--- src/rtl/pause_pkg.sv ---
// Shared types and helpers for the pause / screen-dim controller.
package pause_pkg;

    // User-pause state machine; hold requests never enter it.
    typedef enum logic [1:0] {
        StRun,
        StPaused,
        StFading,
        StDimmed
    } pause_state_e;

    // Width needed to hold a shift amount in 0..max_dim.
    function automatic int unsigned dim_w(input int unsigned max_dim);
        return (max_dim < 1) ? 1 : $clog2(max_dim + 1);
    endfunction

endpackage

--- src/rtl/pause_video_dim.sv ---
// One ce_pix register stage for the video bus, with each colour channel shifted right by the
// currently applied dim level. Sync and blank pass through the same stage to stay aligned.
module pause_video_dim #(
    parameter int unsigned COLOR_W = 8,
    parameter int unsigned LVL_W   = 1
) (
    input  logic                 clk_i,
    input  logic                 rst_ni,
    input  logic                 ce_pix_i,
    input  logic [LVL_W-1:0]     level_i,
    input  logic [3*COLOR_W-1:0] rgb_i,
    input  logic                 hs_i,
    input  logic                 vs_i,
    input  logic                 hblank_i,
    input  logic                 vblank_i,
    output logic [3*COLOR_W-1:0] rgb_o,
    output logic                 hs_o,
    output logic                 vs_o,
    output logic                 hblank_o,
    output logic                 vblank_o
);

    logic [3*COLOR_W-1:0] rgb_d, rgb_q;
    logic [3:0]           sync_d, sync_q;

    // Per-channel dimming shifter.
    always_comb begin
        rgb_d = '0;
        for (int c = 0; c < 3; c++) begin
            rgb_d[c*COLOR_W +: COLOR_W] = rgb_i[c*COLOR_W +: COLOR_W] >> level_i;
        end
        sync_d = {hs_i, vs_i, hblank_i, vblank_i};
    end

    // Video register stage, advanced only on pixel enables.
    always_ff @(posedge clk_i or negedge rst_ni) begin
        if (!rst_ni) begin
            rgb_q  <= '0;
            sync_q <= '0;
        end else if (ce_pix_i) begin
            rgb_q  <= rgb_d;
            sync_q <= sync_d;
        end
    end

    assign rgb_o    = rgb_q;
    assign hs_o     = sync_q[3];
    assign vs_o     = sync_q[2];
    assign hblank_o = sync_q[1];
    assign vblank_o = sync_q[0];

endmodule

--- src/rtl/pause_dimmer.sv ---
// Pause merger and idle screen dimmer. A user pause toggle and any number of hold requests
// produce one registered pause; a long user pause fades the picture in steps, with the applied
// level changed only at the start of vblank so no frame is ever split.
module pause_dimmer
    import pause_pkg::*;
#(
    parameter int unsigned COLOR_W     = 8,
    parameter int unsigned NUM_HOLD    = 2,
    parameter int unsigned DIM_CYCLES  = 240000000,
    parameter int unsigned STEP_CYCLES = 2400000,
    parameter int unsigned MAX_DIM     = 1
) (
    input  logic                        clk_sys,
    input  logic                        reset_n,
    input  logic                        pause_btn,
    input  logic [NUM_HOLD-1:0]         hold_req,
    input  logic                        activity,
    input  logic                        ce_pix,
    input  logic [3*COLOR_W-1:0]        rgb_in,
    input  logic                        hs_in,
    input  logic                        vs_in,
    input  logic                        hblank_in,
    input  logic                        vblank_in,
    output logic                        pause,
    output logic                        user_paused,
    output logic [dim_w(MAX_DIM)-1:0]   dim_level,
    output logic [3*COLOR_W-1:0]        rgb_out,
    output logic                        hs_out,
    output logic                        vs_out,
    output logic                        hblank_out,
    output logic                        vblank_out
);

    localparam int unsigned DimW   = dim_w(MAX_DIM);
    localparam int unsigned TimerW = $clog2(DIM_CYCLES + 1);
    localparam int unsigned StepW  = $clog2(STEP_CYCLES + 1);

    localparam logic [TimerW-1:0] LastTimer = TimerW'(DIM_CYCLES - 1);
    localparam logic [StepW-1:0]  LastStep  = StepW'(STEP_CYCLES - 1);
    localparam logic [DimW-1:0]   MaxLevel  = DimW'(MAX_DIM);

    logic              btn_q, btn_old_q;
    logic              toggle;
    logic              pause_d, pause_q;
    logic              user_paused_q;
    pause_state_e      state_q;
    logic [TimerW-1:0] timer_q;
    logic [StepW-1:0]  step_q;
    logic [DimW-1:0]   target_q;
    logic [DimW-1:0]   target_inc;
    logic              vblank_q;
    logic [DimW-1:0]   dim_level_q;

    // Button is registered once, then compared with its previous sample for a clean edge.
    always_ff @(posedge clk_sys or negedge reset_n) begin
        if (!reset_n) begin
            btn_q     <= 1'b0;
            btn_old_q <= 1'b0;
        end else begin
            btn_q     <= pause_btn;
            btn_old_q <= btn_q;
        end
    end

    assign toggle     = btn_q & ~btn_old_q;
    assign target_inc = target_q + DimW'(1);

    // Merged pause follows the toggled user state in the same cycle the toggle lands.
    always_comb begin
        pause_d = (toggle ? ~user_paused_q : user_paused_q) | (|hold_req);
    end

    // Registered pause to the core.
    always_ff @(posedge clk_sys or negedge reset_n) begin
        if (!reset_n) begin
            pause_q <= 1'b0;
        end else begin
            pause_q <= pause_d;
        end
    end

    // User pause FSM with idle timer and fade step counter; toggle beats activity.
    always_ff @(posedge clk_sys or negedge reset_n) begin
        if (!reset_n) begin
            state_q       <= StRun;
            user_paused_q <= 1'b0;
            timer_q       <= '0;
            step_q        <= '0;
            target_q      <= '0;
        end else if (toggle) begin
            if (state_q == StRun) begin
                state_q       <= StPaused;
                user_paused_q <= 1'b1;
            end else begin
                state_q       <= StRun;
                user_paused_q <= 1'b0;
            end
            timer_q  <= '0;
            step_q   <= '0;
            target_q <= '0;
        end else if (activity && (state_q != StRun)) begin
            // Player is back: full brightness and restart the idle wait, still paused.
            state_q  <= StPaused;
            timer_q  <= '0;
            step_q   <= '0;
            target_q <= '0;
        end else begin
            unique case (state_q)
                StRun: begin
                    timer_q  <= '0;
                    step_q   <= '0;
                    target_q <= '0;
                end
                StPaused: begin
                    if (timer_q == LastTimer) begin
                        step_q   <= '0;
                        target_q <= DimW'(1);
                        state_q  <= (MaxLevel == DimW'(1)) ? StDimmed : StFading;
                    end else begin
                        timer_q <= timer_q + TimerW'(1);
                    end
                end
                StFading: begin
                    if (step_q == LastStep) begin
                        step_q   <= '0;
                        target_q <= target_inc;
                        if (target_inc == MaxLevel) begin
                            state_q <= StDimmed;
                        end
                    end else begin
                        step_q <= step_q + StepW'(1);
                    end
                end
                StDimmed: begin
                    target_q <= MaxLevel;
                end
                default: begin
                    state_q  <= StRun;
                    target_q <= '0;
                end
            endcase
        end
    end

    // Applied level only moves at the pixel-enabled rising edge of vblank.
    always_ff @(posedge clk_sys or negedge reset_n) begin
        if (!reset_n) begin
            vblank_q    <= 1'b0;
            dim_level_q <= '0;
        end else if (ce_pix) begin
            vblank_q <= vblank_in;
            if (vblank_in && !vblank_q) begin
                dim_level_q <= target_q;
            end
        end
    end

    pause_video_dim #(
        .COLOR_W (COLOR_W),
        .LVL_W   (DimW)
    ) u_video (
        .clk_i    (clk_sys),
        .rst_ni   (reset_n),
        .ce_pix_i (ce_pix),
        .level_i  (dim_level_q),
        .rgb_i    (rgb_in),
        .hs_i     (hs_in),
        .vs_i     (vs_in),
        .hblank_i (hblank_in),
        .vblank_i (vblank_in),
        .rgb_o    (rgb_out),
        .hs_o     (hs_out),
        .vs_o     (vs_out),
        .hblank_o (hblank_out),
        .vblank_o (vblank_out)
    );

    assign pause       = pause_q;
    assign user_paused = user_paused_q;
    assign dim_level   = dim_level_q;

endmodule

--- config.mk ---
export PLATFORM = sky130hd
export DESIGN_NAME = pause_dimmer
export DESIGN_NICKNAME = d
export VERILOG_FILES = /design/src/rtl/pause_pkg.sv /design/src/rtl/pause_video_dim.sv /design/src/rtl/pause_dimmer.sv
export SDC_FILE = /design/constraint.sdc
export NUM_CORES = 1
export LEC_CHECK = 0
export BUFFER_PORTS_ARGS = -buffer_cell sky130_fd_sc_hd__clkbuf_2
export CAP_MARGIN = 20
export CORE_MARGIN = 1.5
export CORE_UTILIZATION = 55
export CTS_CLUSTER_SIZE = 14
export DETAILED_ROUTE_END_ITERATION = 12
export PLACE_DENSITY = 0.85
export SETUP_SLACK_MARGIN = 0.2
export SYNTH_ARGS = -nofsm -noshare
export SYNTH_HDL_FRONTEND = slang
export SYNTH_SLANG_ARGS = --single-unit
--- constraint.sdc ---
create_clock -name clk_sys -period 4.3 [get_ports clk_sys]
set_input_delay 0.645 -clock clk_sys [delete_from_list [all_inputs] [get_ports clk_sys]]
set_output_delay 0.645 -clock clk_sys [all_outputs]
set_load 0.1 [all_outputs]
==> impl_metrics.py <==
metrics = {
    "status": {
        "status": "complete, no violations",
    },
    "die": {
        "dieHeight_um": 95.1,
        "dieArea_um2": 9040,
        "io-pin-count": 66,
        "die_w_um": 95.1,
        "core_area_um2": 8220,
        "initial_core_util": 0.567,
        "rows": 33,
    },
    "synth": {
        "yosysWarnings": 0,
        "mappedNetlistArea_um2": 4660,
        "synth_seq_area_share": 0.462,
        "synthCells": 478,
        "synth_top_flop_cell": "dfrtp_1",
        "synth_nets": 519,
        "ys_ff_latch": 86,
        "synthArstFlopShare": 1.00,
        "synth-edff-count": 0,
        "ys_types": 56,
        "avgSynthCellArea_um2": 9.75,
    },
    "critical_path": {
        "r2r-end": "step_q[6]",
        "arrival_ps": 3170,
        "r2r_cells": 6,
        "worstSetupPathType": "reg -> reg",
        "cp-end-kind": "register",
        "crit_required_ps": 4550,
        "cp-startpoint": "timer_q[0]",
        "worst_setup_path_start_kind": "register",
        "reg2reg_from": "timer_q[0]",
        "path_max_fanout": 21,
        "worst-r2r-setup-slack_ps": 1380,
    },
    "placement": {
        "dp.cells": 627,
        "port_buffers": 65,
        "placed_cell_area_um2": 5040,
        "hpwl_um": 7310,
        "gp_congestion": 0.848,
    },
    "clock_tree": {
        "cts_tree": "yes",
        "cts_setup_buffers": 0,
        "cts_buffers": 9,
        "clkSlewWorstSetupHoldPaths_ps": 90,
        "clk_path_buf_depth": 2,
        "clkSinkCount": 86,
        "h-tree-depth": 3,
        "cts-hold-fix-buffers": 0,
        "root_buffer": "clkbuf_8",
        "ctsResizeCount": 0,
        "worst_skew_pair.late_latency_ps": 360,
    },
    "routing": {
        "wl_um": 10500,
        "vias_per_cell": 6.28,
        "first_pass_iters": 5,
        "route.detailed.drc": 0,
        "drt_iter0_drc": 332,
        "num_vias": 4057,
        "antenna_left": 0,
        "wl_per_cell_um": 16.3,
    },
    "global_route": {
        "grt_pass1_wl_um": 17200,
        "antenna_found_initial": 0,
        "grt-ovfl-total": 0,
        "grt_pass1_vias": 3774,
        "grt_max_degree": 87,
        "grt_usage": 0.241,
    },
    "power": {
        "switching_share": 0.469,
        "combPwrFrac": 0.445,
        "power_switching_mw": 1.29,
        "peakVddDrop_v": 0.000227,
        "power.density_nw_per_um2": 522,
        "p_int_mw": 1.46,
        "seqPwrFrac": 0.346,
        "p_clk_frac": 0.208,
        "p_leak_nw": 2.23,
    },
    "timing": {
        "maxSlewHeadroom": 0.373,
        "fin_crit_sh": 0.679,
        "rsz0062_at_grt": "false",
        "tightest_slew_ps": 941,
        "period_minus_slack_ps": 2920,
        "clock_skew_ps": 14.8,
        "tns_ps": 0,
        "fmax_mhz": 343,
        "setup_viol": 0,
        "hold_viol_final": 0,
        "slew_viol_final": 0,
    },
    "cells_and_area": {
        "fill_cells": 632,
        "syn_to_final_growth_pct": 13.1,
        "multi_input_area_um2": 2320,
        "fin_nets": 577,
        "final_cell_area_um2": 5270,
        "ff_latch_area_um2": 2150,
        "layout-drive-gt1-share": 0.194,
        "finalNonFillerCells": 646,
        "num_antenna_cells": 0,
    },
    "worst_hold_path": {
        "min_path_type": "in -> async",
    },
    "flow_run": {
        "maxCapViolCount": 0,
    },
}
power groups by stage:
| stage | sequential [mW] | clock (mW) | combinational [mW] |
|---|---|---|---|
| finish | 0.953 | 0.573 | 1.23 |
| global route | 0.963 | 0.609 | 1.31 |
| CTS | 0.952 | 0.573 | 1.22 |
| detailed placement | 0.968 | 0 | 1.21 |
| global placement | 0.961 | 0 | 1.18 |
| floorplan | 1.40 | 0 | 0.539 |
area by class of cell:
class / instances / share of cell area
clock buffer: 9 / 0.0235
clock inverter: 7 / 0.0138
inverter: 20 / 0.0142
multi-input combinational: 347 / 0.440
sequential: 86 / 0.408
tap: 105 / 0.0249
timing repair buffer: 72 / 0.0755
stage by stage:
stage / setup WS, ps / power, mW / utilization / hold slack, ps
detailed placement: 1480 / 2.18 / 0.613 / 419
floorplan: 2110 / 1.94 / - / 349
CTS: 1440 / 2.74 / 0.637 / 386
global placement: 1610 / 2.14 / 0.613 / 413
global route: 1150 / 2.89 / 0.642 / 256
finish: 1380 / 2.75 / 0.642 / 233
registers in the layout, summed over array words and instances, names as in the netlist:
register and count:
btn_q 1, timer_q 28, pause 1, btn_old_q 1
step_q 22, user_paused 1, u_video.sync_q 4, target_q 1
state_q 2, dim_level 1, u_video.rgb_o 24
Yosys cell counts (10+ instances only):
cell	instances	area [µm²]
or4_1	10	75.1
a211oi_1	12	90.1
o21ai_0	24	120
nand2_1	22	82.6
o31ai_1	10	75.1
inv_1	20	75.1
nor2_1	44	165
a21oi_1	38	190
dfrtp_1	86	2150
nand4_1	10	62.6
nand3_1	23	115
mux2i_1	27	270
clkbuf_1	15	56.3
critical path: stages (launching register included):
cell and delay (ps):
dfrtp_1 420, ha_1 240, nand4_2 210, or4_1 730
o21ai_2 730, o211ai_1 200, a22o_1 280
logic make-up after synthesis:
group,synth area share
and+or+nand+nor,0.225
buffers and inverters,0.0405
xor gates and xnor gates,0.0226
muxes,0.0701
adders and majority gates,0.0161
DFF,0.462
AOI/OAI and AO/OA,0.164
routing by layer:
metal / up-vias / routed length [µm] / global-route usage
li1: 1902 / - / -
met1: 1943 / 4600 / 0.310
met2: 193 / 4980 / 0.402
met3: 19 / 754 / 0.0327
met4: 0 / 187 / 0.112
met5: - / 0 / 0
cell usage in the layout (no fill, tap or decap), drive strengths merged, types with 3 or more instances in the layout:
master and n:
ha 6, mux2 5, and3 5, nand4 12, nand4b 5, inv 22
buf 8, clkbuf 73, xnor2 6, and4 8, nand3b 4, o31ai 10
nand2 22, a22o 9, a21o 4, nor2b 3, nor4 12, or4 11
o211ai 9, nand3 23, nor2 44, and2 6, mux2i 27, or3 4
xor2 6, dfrtp 86, a21oi 38, nor3 8, a211oi 12, o21ai 26
worst max path at each step:
| stage | endpoint | slack, ps | depth (start not counted) |
|---|---|---|---|
| global route | step_q[3] | 1150 | 6 |
| detailed placement | step_q[6] | 1480 | 6 |
| CTS | step_q[6] | 1440 | 6 |
| floorplan | u_video.rgb_o[0] | 2110 | 4 |
| finish | step_q[6] | 1380 | 6 |
| global placement | step_q[7] | 1610 | 6 |
Power figures use the tool's default switching activity.
